$ cat src/rtl/ada_hazard_sb_if.sv
// Signal bundle between the ID-stage hazard unit and the pipeline.
// lu_issue and lu_done are single-cycle valid strobes with no ready. The unit always takes them in and records an illegal one in sb_error.
interface ada_hazard_sb_if #(
  parameter int NUM_PORTS  = 2,
  parameter int FWD_STAGES = 3
);
  localparam int SELW = $clog2(FWD_STAGES + 1);

  logic [NUM_PORTS*5-1:0]    id_gpr_port;
  logic [NUM_PORTS-1:0]      id_port_re;
  logic [4:0]                id_gpr_wa;
  logic                      id_gpr_we;
  logic                      id_lu_op;
  logic [FWD_STAGES*5-1:0]   stage_gpr_wa;
  logic [FWD_STAGES-1:0]     stage_gpr_we;
  logic [FWD_STAGES-1:0]     stage_data_read;
  logic                      lu_issue;
  logic [4:0]                lu_issue_wa;
  logic                      lu_done;
  logic [4:0]                lu_done_wa;
  logic                      lu_flush;
  logic                      if_mem_request_stall;
  logic                      mem_request_stall;
  logic                      if_exception_stall;
  logic                      id_exception_stall;
  logic                      ex_exception_stall;
  logic                      mem_exception_stall;
  logic                      ex_exu_stall;
  logic [NUM_PORTS*SELW-1:0] forward_select;
  logic                      if_stall;
  logic                      id_stall;
  logic                      ex_stall;
  logic                      mem_stall;
  logic                      wb_stall;
  logic [31:0]               sb_busy;
  logic                      sb_error;

  modport master (
    output id_gpr_port, id_port_re, id_gpr_wa, id_gpr_we, id_lu_op,
           stage_gpr_wa, stage_gpr_we, stage_data_read,
           lu_issue, lu_issue_wa, lu_done, lu_done_wa, lu_flush,
           if_mem_request_stall, mem_request_stall, if_exception_stall,
           id_exception_stall, ex_exception_stall, mem_exception_stall, ex_exu_stall,
    input  forward_select, if_stall, id_stall, ex_stall, mem_stall, wb_stall,
           sb_busy, sb_error
  );

  modport slave (
    input  id_gpr_port, id_port_re, id_gpr_wa, id_gpr_we, id_lu_op,
           stage_gpr_wa, stage_gpr_we, stage_data_read,
           lu_issue, lu_issue_wa, lu_done, lu_done_wa, lu_flush,
           if_mem_request_stall, mem_request_stall, if_exception_stall,
           id_exception_stall, ex_exception_stall, mem_exception_stall, ex_exu_stall,
    output forward_select, if_stall, id_stall, ex_stall, mem_stall, wb_stall,
           sb_busy, sb_error
  );
endinterface

$ cat src/rtl/ada_hazard_sb.sv
// Hazard detection, operand forwarding and stall control for the ADA ID stage,
// with a scoreboard for in-flight long-latency (mul/div) writebacks.
module ada_hazard_sb #(
  parameter int NUM_PORTS       = 2,
  parameter int FWD_STAGES      = 3,
  parameter int LOAD_FWD_STAGE  = 1,
  parameter int MAX_OUTSTANDING = 4
) (
  input logic             clk,
  input logic             rst_n,
  ada_hazard_sb_if.slave  bus
);
  localparam int SELW = $clog2(FWD_STAGES + 1);
  localparam int CW   = $clog2(MAX_OUTSTANDING + 1);

  logic [FWD_STAGES-1:0]     match [NUM_PORTS];
  logic [FWD_STAGES-1:0]     blocked;
  logic [NUM_PORTS-1:0]      port_load_stall;
  logic [NUM_PORTS*SELW-1:0] fsel;
  logic                      load_stall;

  always_comb begin
    for (int k = 0; k < FWD_STAGES; k++) begin
      blocked[k] = bus.stage_data_read[k] && (k < LOAD_FWD_STAGE);
    end
    for (int p = 0; p < NUM_PORTS; p++) begin
      for (int k = 0; k < FWD_STAGES; k++) begin
        match[p][k] = bus.id_port_re[p] && (bus.id_gpr_port[5*p +: 5] != 5'd0) &&
                      (bus.id_gpr_port[5*p +: 5] == bus.stage_gpr_wa[5*k +: 5]) &&
                      bus.stage_gpr_we[k];
      end
    end
  end

  // Scan oldest to youngest so the lowest (youngest) stage overwrites last.
  always_comb begin
    fsel            = '0;
    port_load_stall = '0;
    for (int p = 0; p < NUM_PORTS; p++) begin
      for (int k = FWD_STAGES - 1; k >= 0; k--) begin
        if (match[p][k]) begin
          port_load_stall[p] = blocked[k];
          if (!blocked[k]) fsel[p*SELW +: SELW] = SELW'(k + 1);
        end
      end
    end
    load_stall = |port_load_stall;
  end

  logic [31:0]   busy_q, busy_d;
  logic [CW-1:0] cnt_q, cnt_d;
  logic          err_q;
  logic          full, issue_ok, issue_err, done_ok, done_err;

  assign full      = (cnt_q == CW'(MAX_OUTSTANDING));
  assign issue_ok  = bus.lu_issue && !full;
  assign issue_err = bus.lu_issue && full;
  assign done_ok   = bus.lu_done && busy_q[bus.lu_done_wa];
  assign done_err  = bus.lu_done && !busy_q[bus.lu_done_wa];

  // Clear before set so an issue and a done to the same register leave it busy.
  always_comb begin
    busy_d = busy_q;
    if (done_ok) busy_d[bus.lu_done_wa] = 1'b0;
    if (issue_ok && (bus.lu_issue_wa != 5'd0)) busy_d[bus.lu_issue_wa] = 1'b1;
    busy_d[0] = 1'b0;
    cnt_d = cnt_q;
    if (issue_ok && !done_ok)                         cnt_d = cnt_q + CW'(1);
    else if (!issue_ok && done_ok && (cnt_q != '0))   cnt_d = cnt_q - CW'(1);
  end

  always_ff @(posedge clk or negedge rst_n) begin
    if (!rst_n) begin
      busy_q <= '0;
      cnt_q  <= '0;
      err_q  <= 1'b0;
    end else if (bus.lu_flush) begin
      busy_q <= '0;
      cnt_q  <= '0;
    end else begin
      busy_q <= busy_d;
      cnt_q  <= cnt_d;
      if (issue_err || done_err) err_q <= 1'b1;
    end
  end

  logic       rd_hit, waw_hit, lu_full, sb_stall;
  logic [4:0] addr;

  always_comb begin
    rd_hit = 1'b0;
    addr   = 5'd0;
    for (int p = 0; p < NUM_PORTS; p++) begin
      addr = bus.id_gpr_port[5*p +: 5];
      if (bus.id_port_re[p] && (addr != 5'd0) &&
          (busy_q[addr] || (bus.lu_issue && (addr == bus.lu_issue_wa))))
        rd_hit = 1'b1;
    end
    waw_hit  = bus.id_gpr_we && busy_q[bus.id_gpr_wa];
    lu_full  = bus.id_lu_op && full;
    // Scoreboard is meaningless while reset is held, including the issue bypass.
    sb_stall = rst_n && (rd_hit || waw_hit || lu_full);
  end

  logic mem_s, ex_s, id_s;
  assign mem_s = bus.mem_exception_stall | bus.mem_request_stall;
  assign ex_s  = bus.ex_exception_stall | bus.ex_exu_stall | mem_s;
  assign id_s  = bus.id_exception_stall | load_stall | sb_stall | ex_s;

  assign bus.mem_stall      = mem_s;
  assign bus.wb_stall       = mem_s;
  assign bus.ex_stall       = ex_s;
  assign bus.id_stall       = id_s;
  assign bus.if_stall       = bus.if_exception_stall | bus.if_mem_request_stall | id_s;
  assign bus.forward_select = fsel;
  assign bus.sb_busy        = busy_q;
  assign bus.sb_error       = err_q;
endmodule

$ cat src/flat_wrapper.sv
// flat-port wrapper written by rule: the top's interface ports become plain ports
module ada_hazard_sb_flat 
#(
  parameter int NUM_PORTS       = 2,
  parameter int FWD_STAGES      = 3,
  parameter int LOAD_FWD_STAGE  = 1,
  parameter int MAX_OUTSTANDING = 4
)
  (clk, rst_n, bus_id_gpr_port, bus_id_port_re, bus_id_gpr_wa, bus_id_gpr_we, bus_id_lu_op, bus_stage_gpr_wa, bus_stage_gpr_we, bus_stage_data_read, bus_lu_issue, bus_lu_issue_wa, bus_lu_done, bus_lu_done_wa, bus_lu_flush, bus_if_mem_request_stall, bus_mem_request_stall, bus_if_exception_stall, bus_id_exception_stall, bus_ex_exception_stall, bus_mem_exception_stall, bus_ex_exu_stall, bus_forward_select, bus_if_stall, bus_id_stall, bus_ex_stall, bus_mem_stall, bus_wb_stall, bus_sb_busy, bus_sb_error);
  ada_hazard_sb_if #(.NUM_PORTS(NUM_PORTS), .FWD_STAGES(FWD_STAGES)) bus_i ();
  input logic clk;
  input logic rst_n;
  input wire logic [$bits(bus_i.id_gpr_port)-1:0] bus_id_gpr_port;
  input wire logic [$bits(bus_i.id_port_re)-1:0] bus_id_port_re;
  input wire logic [$bits(bus_i.id_gpr_wa)-1:0] bus_id_gpr_wa;
  input wire logic [$bits(bus_i.id_gpr_we)-1:0] bus_id_gpr_we;
  input wire logic [$bits(bus_i.id_lu_op)-1:0] bus_id_lu_op;
  input wire logic [$bits(bus_i.stage_gpr_wa)-1:0] bus_stage_gpr_wa;
  input wire logic [$bits(bus_i.stage_gpr_we)-1:0] bus_stage_gpr_we;
  input wire logic [$bits(bus_i.stage_data_read)-1:0] bus_stage_data_read;
  input wire logic [$bits(bus_i.lu_issue)-1:0] bus_lu_issue;
  input wire logic [$bits(bus_i.lu_issue_wa)-1:0] bus_lu_issue_wa;
  input wire logic [$bits(bus_i.lu_done)-1:0] bus_lu_done;
  input wire logic [$bits(bus_i.lu_done_wa)-1:0] bus_lu_done_wa;
  input wire logic [$bits(bus_i.lu_flush)-1:0] bus_lu_flush;
  input wire logic [$bits(bus_i.if_mem_request_stall)-1:0] bus_if_mem_request_stall;
  input wire logic [$bits(bus_i.mem_request_stall)-1:0] bus_mem_request_stall;
  input wire logic [$bits(bus_i.if_exception_stall)-1:0] bus_if_exception_stall;
  input wire logic [$bits(bus_i.id_exception_stall)-1:0] bus_id_exception_stall;
  input wire logic [$bits(bus_i.ex_exception_stall)-1:0] bus_ex_exception_stall;
  input wire logic [$bits(bus_i.mem_exception_stall)-1:0] bus_mem_exception_stall;
  input wire logic [$bits(bus_i.ex_exu_stall)-1:0] bus_ex_exu_stall;
  output wire logic [$bits(bus_i.forward_select)-1:0] bus_forward_select;
  output wire logic [$bits(bus_i.if_stall)-1:0] bus_if_stall;
  output wire logic [$bits(bus_i.id_stall)-1:0] bus_id_stall;
  output wire logic [$bits(bus_i.ex_stall)-1:0] bus_ex_stall;
  output wire logic [$bits(bus_i.mem_stall)-1:0] bus_mem_stall;
  output wire logic [$bits(bus_i.wb_stall)-1:0] bus_wb_stall;
  output wire logic [$bits(bus_i.sb_busy)-1:0] bus_sb_busy;
  output wire logic [$bits(bus_i.sb_error)-1:0] bus_sb_error;
  assign bus_i.id_gpr_port = bus_id_gpr_port;
  assign bus_i.id_port_re = bus_id_port_re;
  assign bus_i.id_gpr_wa = bus_id_gpr_wa;
  assign bus_i.id_gpr_we = bus_id_gpr_we;
  assign bus_i.id_lu_op = bus_id_lu_op;
  assign bus_i.stage_gpr_wa = bus_stage_gpr_wa;
  assign bus_i.stage_gpr_we = bus_stage_gpr_we;
  assign bus_i.stage_data_read = bus_stage_data_read;
  assign bus_i.lu_issue = bus_lu_issue;
  assign bus_i.lu_issue_wa = bus_lu_issue_wa;
  assign bus_i.lu_done = bus_lu_done;
  assign bus_i.lu_done_wa = bus_lu_done_wa;
  assign bus_i.lu_flush = bus_lu_flush;
  assign bus_i.if_mem_request_stall = bus_if_mem_request_stall;
  assign bus_i.mem_request_stall = bus_mem_request_stall;
  assign bus_i.if_exception_stall = bus_if_exception_stall;
  assign bus_i.id_exception_stall = bus_id_exception_stall;
  assign bus_i.ex_exception_stall = bus_ex_exception_stall;
  assign bus_i.mem_exception_stall = bus_mem_exception_stall;
  assign bus_i.ex_exu_stall = bus_ex_exu_stall;
  assign bus_forward_select = bus_i.forward_select;
  assign bus_if_stall = bus_i.if_stall;
  assign bus_id_stall = bus_i.id_stall;
  assign bus_ex_stall = bus_i.ex_stall;
  assign bus_mem_stall = bus_i.mem_stall;
  assign bus_wb_stall = bus_i.wb_stall;
  assign bus_sb_busy = bus_i.sb_busy;
  assign bus_sb_error = bus_i.sb_error;
  ada_hazard_sb #(.NUM_PORTS(NUM_PORTS), .FWD_STAGES(FWD_STAGES), .LOAD_FWD_STAGE(LOAD_FWD_STAGE), .MAX_OUTSTANDING(MAX_OUTSTANDING)) u_core (.clk(clk), .rst_n(rst_n), .bus(bus_i));
endmodule
$ cat config.mk
export PLATFORM = sky130hd
export DESIGN_NAME = ada_hazard_sb_flat
export DESIGN_NICKNAME = d
export VERILOG_FILES = /design/src/rtl/ada_hazard_sb_if.sv /design/src/rtl/ada_hazard_sb.sv /design/src/flat_wrapper.sv
export SDC_FILE = /design/constraint.sdc
export NUM_CORES = 1
export LEC_CHECK = 0
export ABC_CLOCK_PERIOD_IN_PS = 6400
export CELL_PAD_IN_SITES_DETAIL_PLACEMENT = 0
export CELL_PAD_IN_SITES_GLOBAL_PLACEMENT = 2
export CORE_UTILIZATION = 31
export CTS_CLUSTER_DIAMETER = 60
export DETAILED_ROUTE_END_ITERATION = 10
export GPL_TIMING_DRIVEN = 0
export MAX_ROUTING_LAYER = met4
export PLACE_DENSITY_LB_ADDON = 0.1
export REMOVE_ABC_BUFFERS = 1
export SLEW_MARGIN = 20
export SYNTH_ARGS = -nofsm -noshare
export SYNTH_HDL_FRONTEND = slang
export SYNTH_SLANG_ARGS = --single-unit
$ cat constraint.sdc
create_clock -name clk -period 6.4 [get_ports clk]
set_input_delay 0.96 -clock clk [delete_from_list [all_inputs] [get_ports clk]]
set_output_delay 0.96 -clock clk [all_outputs]
set_load 0.005 [all_outputs]
* Word-level counts from Yosys, hierarchy flattened
Cells that the tools add are included.
Widths: inputs -> output; s select.
** Storage, ports and cells
- Flip-flop bits (word level) :: 36
- Input port bits :: 62
** Cells by class
- $add $sub $neg :: 2
- Magnitude comparators :: 7
- Equal/unequal tests :: 9
- Multiplexer cells :: 30
- Bitwise gates (word level) :: 12
- Reductions and logical operators :: 47
** Operators with widths (number)
- $mux 32 :: 3
- $eq 5x5->1 :: 8
- $and 32x32->32 :: 1
- $not 32->32 :: 1
- $or 32x32->32 :: 1
- $logic_and 1x1->1 :: 31
- $lt 5x6->1 const B :: 5
- $bmux 1 s5 :: 4
- $mux 2 :: 8
- $reduce_bool 5->1 :: 3
- $demux 1 s5 :: 2
- $ge 5x1->1 const B :: 2
- $mux 1 :: 10
- $mux 3 :: 3
- $or 1x1->1 :: 8
- $reduce_bool 3->1 :: 2
- $logic_or 1x1->1 :: 5
- $logic_not 1->1 :: 4
- $add 3x1->3 const B :: 1
- $eq 3x3->1 const B :: 1
- $sub 3x1->3 const B :: 1
- $reduce_and 2->1 :: 1
- $reduce_or 2->1 :: 1
- $not 1->1 :: 1

* Longest topological paths before layout
Gate-level depths: netlist (run 1).
- Depth after elaboration :: 12
- Gate-level depth with buffers :: 11
- Depth with buffers taken out :: 10

* Worst setup path before layout (run 1)
Ideal clock, no wire load.
- Path kind :: input to output
- Start :: input bus_id_gpr_port[7]
- End :: output bus_if_stall
- Data arrival time :: 2.863 ns
- Required time :: 5.440 ns
- Setup slack :: 2.577 ns
- Stages on the path :: 6
- Path buffers :: 1
- Cells stage by stage :: buf_1 mux4_2 mux4_2 mux2i_1 a21oi_1 or4b_1
** On the way
- Cells in the longest elaborated chain, start to end :: 11
- Elaborated cells between the ends (all ways) :: 21
** RTL lines
- from (decl) :: line flat_wrapper.sv:13 : input wire logic [$bits(bus_i.id_gpr_port)-1:0] bus_id_gpr_port;
- $bmux 1 s5 or $eq 5x5->1 (tied branches) :: line ada_hazard_sb.sv:96 : (busy_q[addr] || (bus.lu_issue && (addr == bus.lu_issue_wa))))
- $mux 1 (implied by the code) or $logic_and 1x1->1 (tied branches) :: line ada_hazard_sb.sv:96
- $logic_or 1x1->1 :: line ada_hazard_sb.sv:96
- $logic_and 1x1->1 :: line ada_hazard_sb.sv:95 : if (bus.id_port_re[p] && (addr != 5'd0) &&
- $mux 1 :: line ada_hazard_sb.sv:95
- $logic_or 1x1->1 (2 in a row) :: line ada_hazard_sb.sv:102 : sb_stall = rst_n && (rd_hit || waw_hit || lu_full);
- $logic_and 1x1->1 :: line ada_hazard_sb.sv:102
- $or 1x1->1 (*) (2 in a row) :: line ada_hazard_sb.sv:108 : assign id_s = bus.id_exception_stall | load_stall | sb_stall | ex_s;
- $or 1x1->1 (*) :: line ada_hazard_sb.sv:114 : assign bus.if_stall = bus.if_exception_stall | bus.if_mem_request_stall | id_s;
- to (decl) :: line flat_wrapper.sv:34 : output wire logic [$bits(bus_i.if_stall)-1:0] bus_if_stall;
Mark *: on every way between the ends. The rest lies on a longest branch, timed or not. The select of a mux whose other input is x is not followed.

* Worst setup path in the final report (run 1)
- Start :: input bus_id_gpr_port[5]
- End :: output bus_if_stall
Same word-level chain as after synthesis.

==> flow_metrics.env, run 1 <==
export IMPL_vias_per_cell=5.90
export IMPL_first_pass_iters=8
export IMPL_synth_ff_type="dfrtp_1"
export IMPL_hold_path_class="register to register"
export IMPL_synth_edf_count=0
export IMPL_clock_sinks=35
export IMPL_finalSetupViolCount=0
export IMPL_status="finished, violations left"
export IMPL_die_y_um=111
export IMPL_cts_buffers=5
export IMPL_vias=3732
export IMPL_gp_congestion=0.841
export IMPL_grt_max_degree=36
export IMPL_ys_seq_area_frac=0.236
export IMPL_critPathMaxStageDelay_ns=1.17
export IMPL_worst_slack_ns=0.923
export IMPL_synth_warnings=0
export IMPL_drv_slew=0
export IMPL_rsz0062_at_grt="false"
export IMPL_r2r_start="u_core.bus.sb_busy[14]"
export IMPL_clk_latency_ns=0.29
export IMPL_start_kind="primary input"
export IMPL_path_max_fanout=15
export IMPL_ctsResizeCount=0
export IMPL_wirelength_um=14500
export IMPL_cp_required_ns=5.44
export IMPL_power_frac_clock=0.371
export IMPL_grt_use_total=0.246
export IMPL_power_internal_w=0.000453
export IMPL_powerDensity_nw_per_um2=135
export IMPL_relSlewSlack=0.295
export IMPL_synth_top_area_frac=0.236
export IMPL_start_util=0.322
export IMPL_fin_skew_ns=0.00684
export IMPL_hold_slack_ns=0.481
export IMPL_synth_seq_cells=35
export IMPL_path_class="primary input to output port"
export IMPL_utilization=0.426
export IMPL_syn_inst=417
export IMPL_cts_setup_buffers=0
export IMPL_worstHoldPathCells=1
export IMPL_ioPinCount=104
export IMPL_grt_pass1_vias=3740
export IMPL_antenna_cells=0
export IMPL_fin_tns_setup_ns=0
export IMPL_cap_viol_max_count=0
export IMPL_pwr_share_seq=0.348
export IMPL_dp_cells=625
export IMPL_power_frac_comb=0.280
export IMPL_synth_cell_types=64
export IMPL_violations="design-rule violations"
export IMPL_power_leakage_nw=1.77
export IMPL_hold_viol=0
export IMPL_numPortBuffers=100
export IMPL_final_cells=633
export IMPL_dp_final_hpwl_um=10400
export IMPL_syn_area_um2=3710
export IMPL_worst_pin_slew_ns=1.05
export IMPL_syn_avg_cell_area_um2=8.89
export IMPL_async_flop_share=1.00
export IMPL_clock_fmax_ghz=0.183
export IMPL_clock_root_buffer="clkbuf_16"
export IMPL_coreArea_um2=11500
export IMPL_worst_r2r_cell_count=10
export IMPL_grt_pass1_wl_um=22500
export IMPL_switchingPower_w=0.000211
export IMPL_area_growth_pct=32.4
export IMPL_pre_cts_slack_ns=0.930
export IMPL_period_share=0.856
export IMPL_antenna_found_initial=0
export IMPL_die_area_um2=12400
export IMPL_cp_top_family="buffers and inverters"
export IMPL_postRouteAntennaNets=0
export IMPL_post_route_drc_count=28
export IMPL_period_minus_slack_ns=5.48
export IMPL_crit_path_cell_trace="clkdlybuf4s50_1 -> mux4_2 -> mux4_2 -> mux2i_1 -> a21oi_1 -> or4b_1 -> clkdlybuf4s50_1"
export IMPL_critPathBufInv=2
export IMPL_drt_iter0_drc=411
export IMPL_overflow=0
export IMPL_nFillCells=1150
export IMPL_hold_buffers=0
export IMPL_peakVddDrop_uv=83.7
export IMPL_cp_arrival_ns=4.52
export IMPL_rrSetupSlack_ns=3.29
export IMPL_post_synth_top_area_cell="dfrtp_1"
export IMPL_synth_area_leaders="dfrtp_1 (24%), mux4_2 (14%), xor2_1 (7.8%)"
export IMPL_die_w_um=111
export IMPL_worstReg2RegEnd="u_core.cnt_q[1]"
export IMPL_min_from="u_core.bus.sb_error"
export IMPL_fin_nets=552
export IMPL_min_to="u_core.bus.sb_error"
export IMPL_layout_drive_gt1_share=0.0959
export IMPL_num_rows=39
export IMPL_critPathCaptureType="output port"
export IMPL_routedWlPerCell_um=22.9
export IMPL_clk_path_buf_depth=2
export IMPL_cts_tree="built"
export IMPL_htree_levels=2
export IMPL_cp_slowest_cell="clkdlybuf4s50_1"
export IMPL_switching_share=0.317
export IMPL_clk_pin_slew_ns=0.06
==> worst register-to-register path, stage by stage (launching register included) <==
cell	delay (ns)
dfrtp_1	0.46
mux4_2	0.48
nand2b_1	0.16
and4_1	0.32
nand3_1	0.19
a21oi_1	0.23
fa_1	0.48
o21a_1	0.22
and4_1	0.20
a31oi_1	0.15
o311a_1	0.18
==> power groups by stage <==
stage / clock network, W / registers, W / logic [W]
2_1_floorplan: 0 / 0.000234 / 0.0000735
6_report: 0.000247 / 0.000231 / 0.000186
3_3_place_gp: 0 / 0.000236 / 0.000183
3_5_place_dp: 0 / 0.000236 / 0.000186
5_1_grt: 0.000257 / 0.000232 / 0.000201
4_1_cts: 0.000248 / 0.000231 / 0.000188
==> worst max-delay path by stage <==
stage,startpoint,to,cells after the start,slack (ns)
after floorplan,bus_id_gpr_port[5],bus_if_stall,5,2.83
after global placement,rst_n,bus_if_stall,7,0.93
after detailed placement,bus_id_gpr_port[5],bus_if_stall,7,0.93
after CTS,bus_id_gpr_port[5],bus_if_stall,7,0.93
after global routing,bus_id_gpr_port[5],bus_if_stall,7,0.77
final,bus_id_gpr_port[5],bus_if_stall,7,0.92
==> cell type report <==
type | count | area (um^2) | share of cell area
Sequential cell | 35 | 876 | 0.178
Timing Repair Buffer | 105 | 1040 | 0.212
Inverter | 7 | 26.3 | 0.00535
Clock buffer | 6 | 129 | 0.0263
Tap cell | 143 | 179 | 0.0365
Multi-Input combinational cell | 335 | 2640 | 0.538
Clock inverter | 2 | 12.5 | 0.00255
==> state kept, by name, summed over array words and instances, names as in the netlist <==
register / cells
u_core.bus.sb_busy: 31
u_core.cnt_q: 3
u_core.bus.sb_error: 1
==> Yosys cell counts (2+ instances only) <==
cell type / count
nand2b_1: 6
o31ai_1: 24
nor3b_1: 5
a21oi_1: 38
o21a_1: 5
nand3b_1: 4
a221oi_1: 3
nor3_1: 5
nand2_1: 48
buf_4: 2
buf_2: 9
and4_1: 4
nor2b_1: 4
xnor2_1: 9
a211oi_1: 3
nand3_1: 8
mux2i_1: 22
xor2_1: 33
a31oi_1: 2
mux4_2: 23
o22a_1: 2
inv_1: 7
or3b_1: 3
dfrtp_1: 35
o22ai_1: 2
a21o_1: 3
buf_1: 4
o41ai_1: 7
nor2_1: 17
nor4_1: 9
o21ai_0: 3
a21boi_0: 2
o211ai_1: 2
or3_1: 5
nand4_1: 6
clkbuf_1: 24
o311a_1: 2
==> layer usage <==
layer  wire, um  global-route usage  vias up
met2       6550               0.372      165
met5          0                   -        -
met3       1090              0.0463       10
met4        168              0.0604        0
met1       6690               0.339     1830
li1           -                   -     1727
==> cells by family after synthesis <==
logic type               Yosys count  share of synthesized area
adder cells (fa/ha/maj)            1                    0.00540
buffers and inverters             47                     0.0547
AO/OA/AOI/OAI                    110                      0.207
AND/OR/NAND/NOR                  134                      0.191
flip-flops                        35                      0.236
multiplexers                      47                      0.205
other                              1                    0.00101
XOR/XNOR                          42                     0.0993
==> layout by cell type, fill, tap and decap left out, types with 8 or more instances in the layout <==
cell type / netlist / final
nand2_1: 48 / 48
mux4_2: 23 / 23
nor4_1: 9 / 9
xnor2_1: 9 / 9
dfrtp_1: 35 / 35
a21oi_1: 38 / 38
nor2_1: 17 / 17
xor2_1: 33 / 33
nand3_1: 8 / 8
mux2i_1: 22 / 22
clkdlybuf4s50_1: 0 / 96
o31ai_1: 24 / 24
==> stage by stage <==
stage          instance area, um^2  total power [W]
2_1_floorplan                 3530         0.000307
3_3_place_gp                  4710         0.000418
3_5_place_dp                  4780         0.000422
4_1_cts                       4920         0.000668
5_1_grt                       4910         0.000690
6_report                      4910         0.000664
Power figures use the tool's default switching activity.
==> run 2, diff against run 1 <==
- TNS_END_PERCENT: not set -> 100
==> results of run 2 <==
No change in the layout: final DEF, timing and power equal those of run 1.
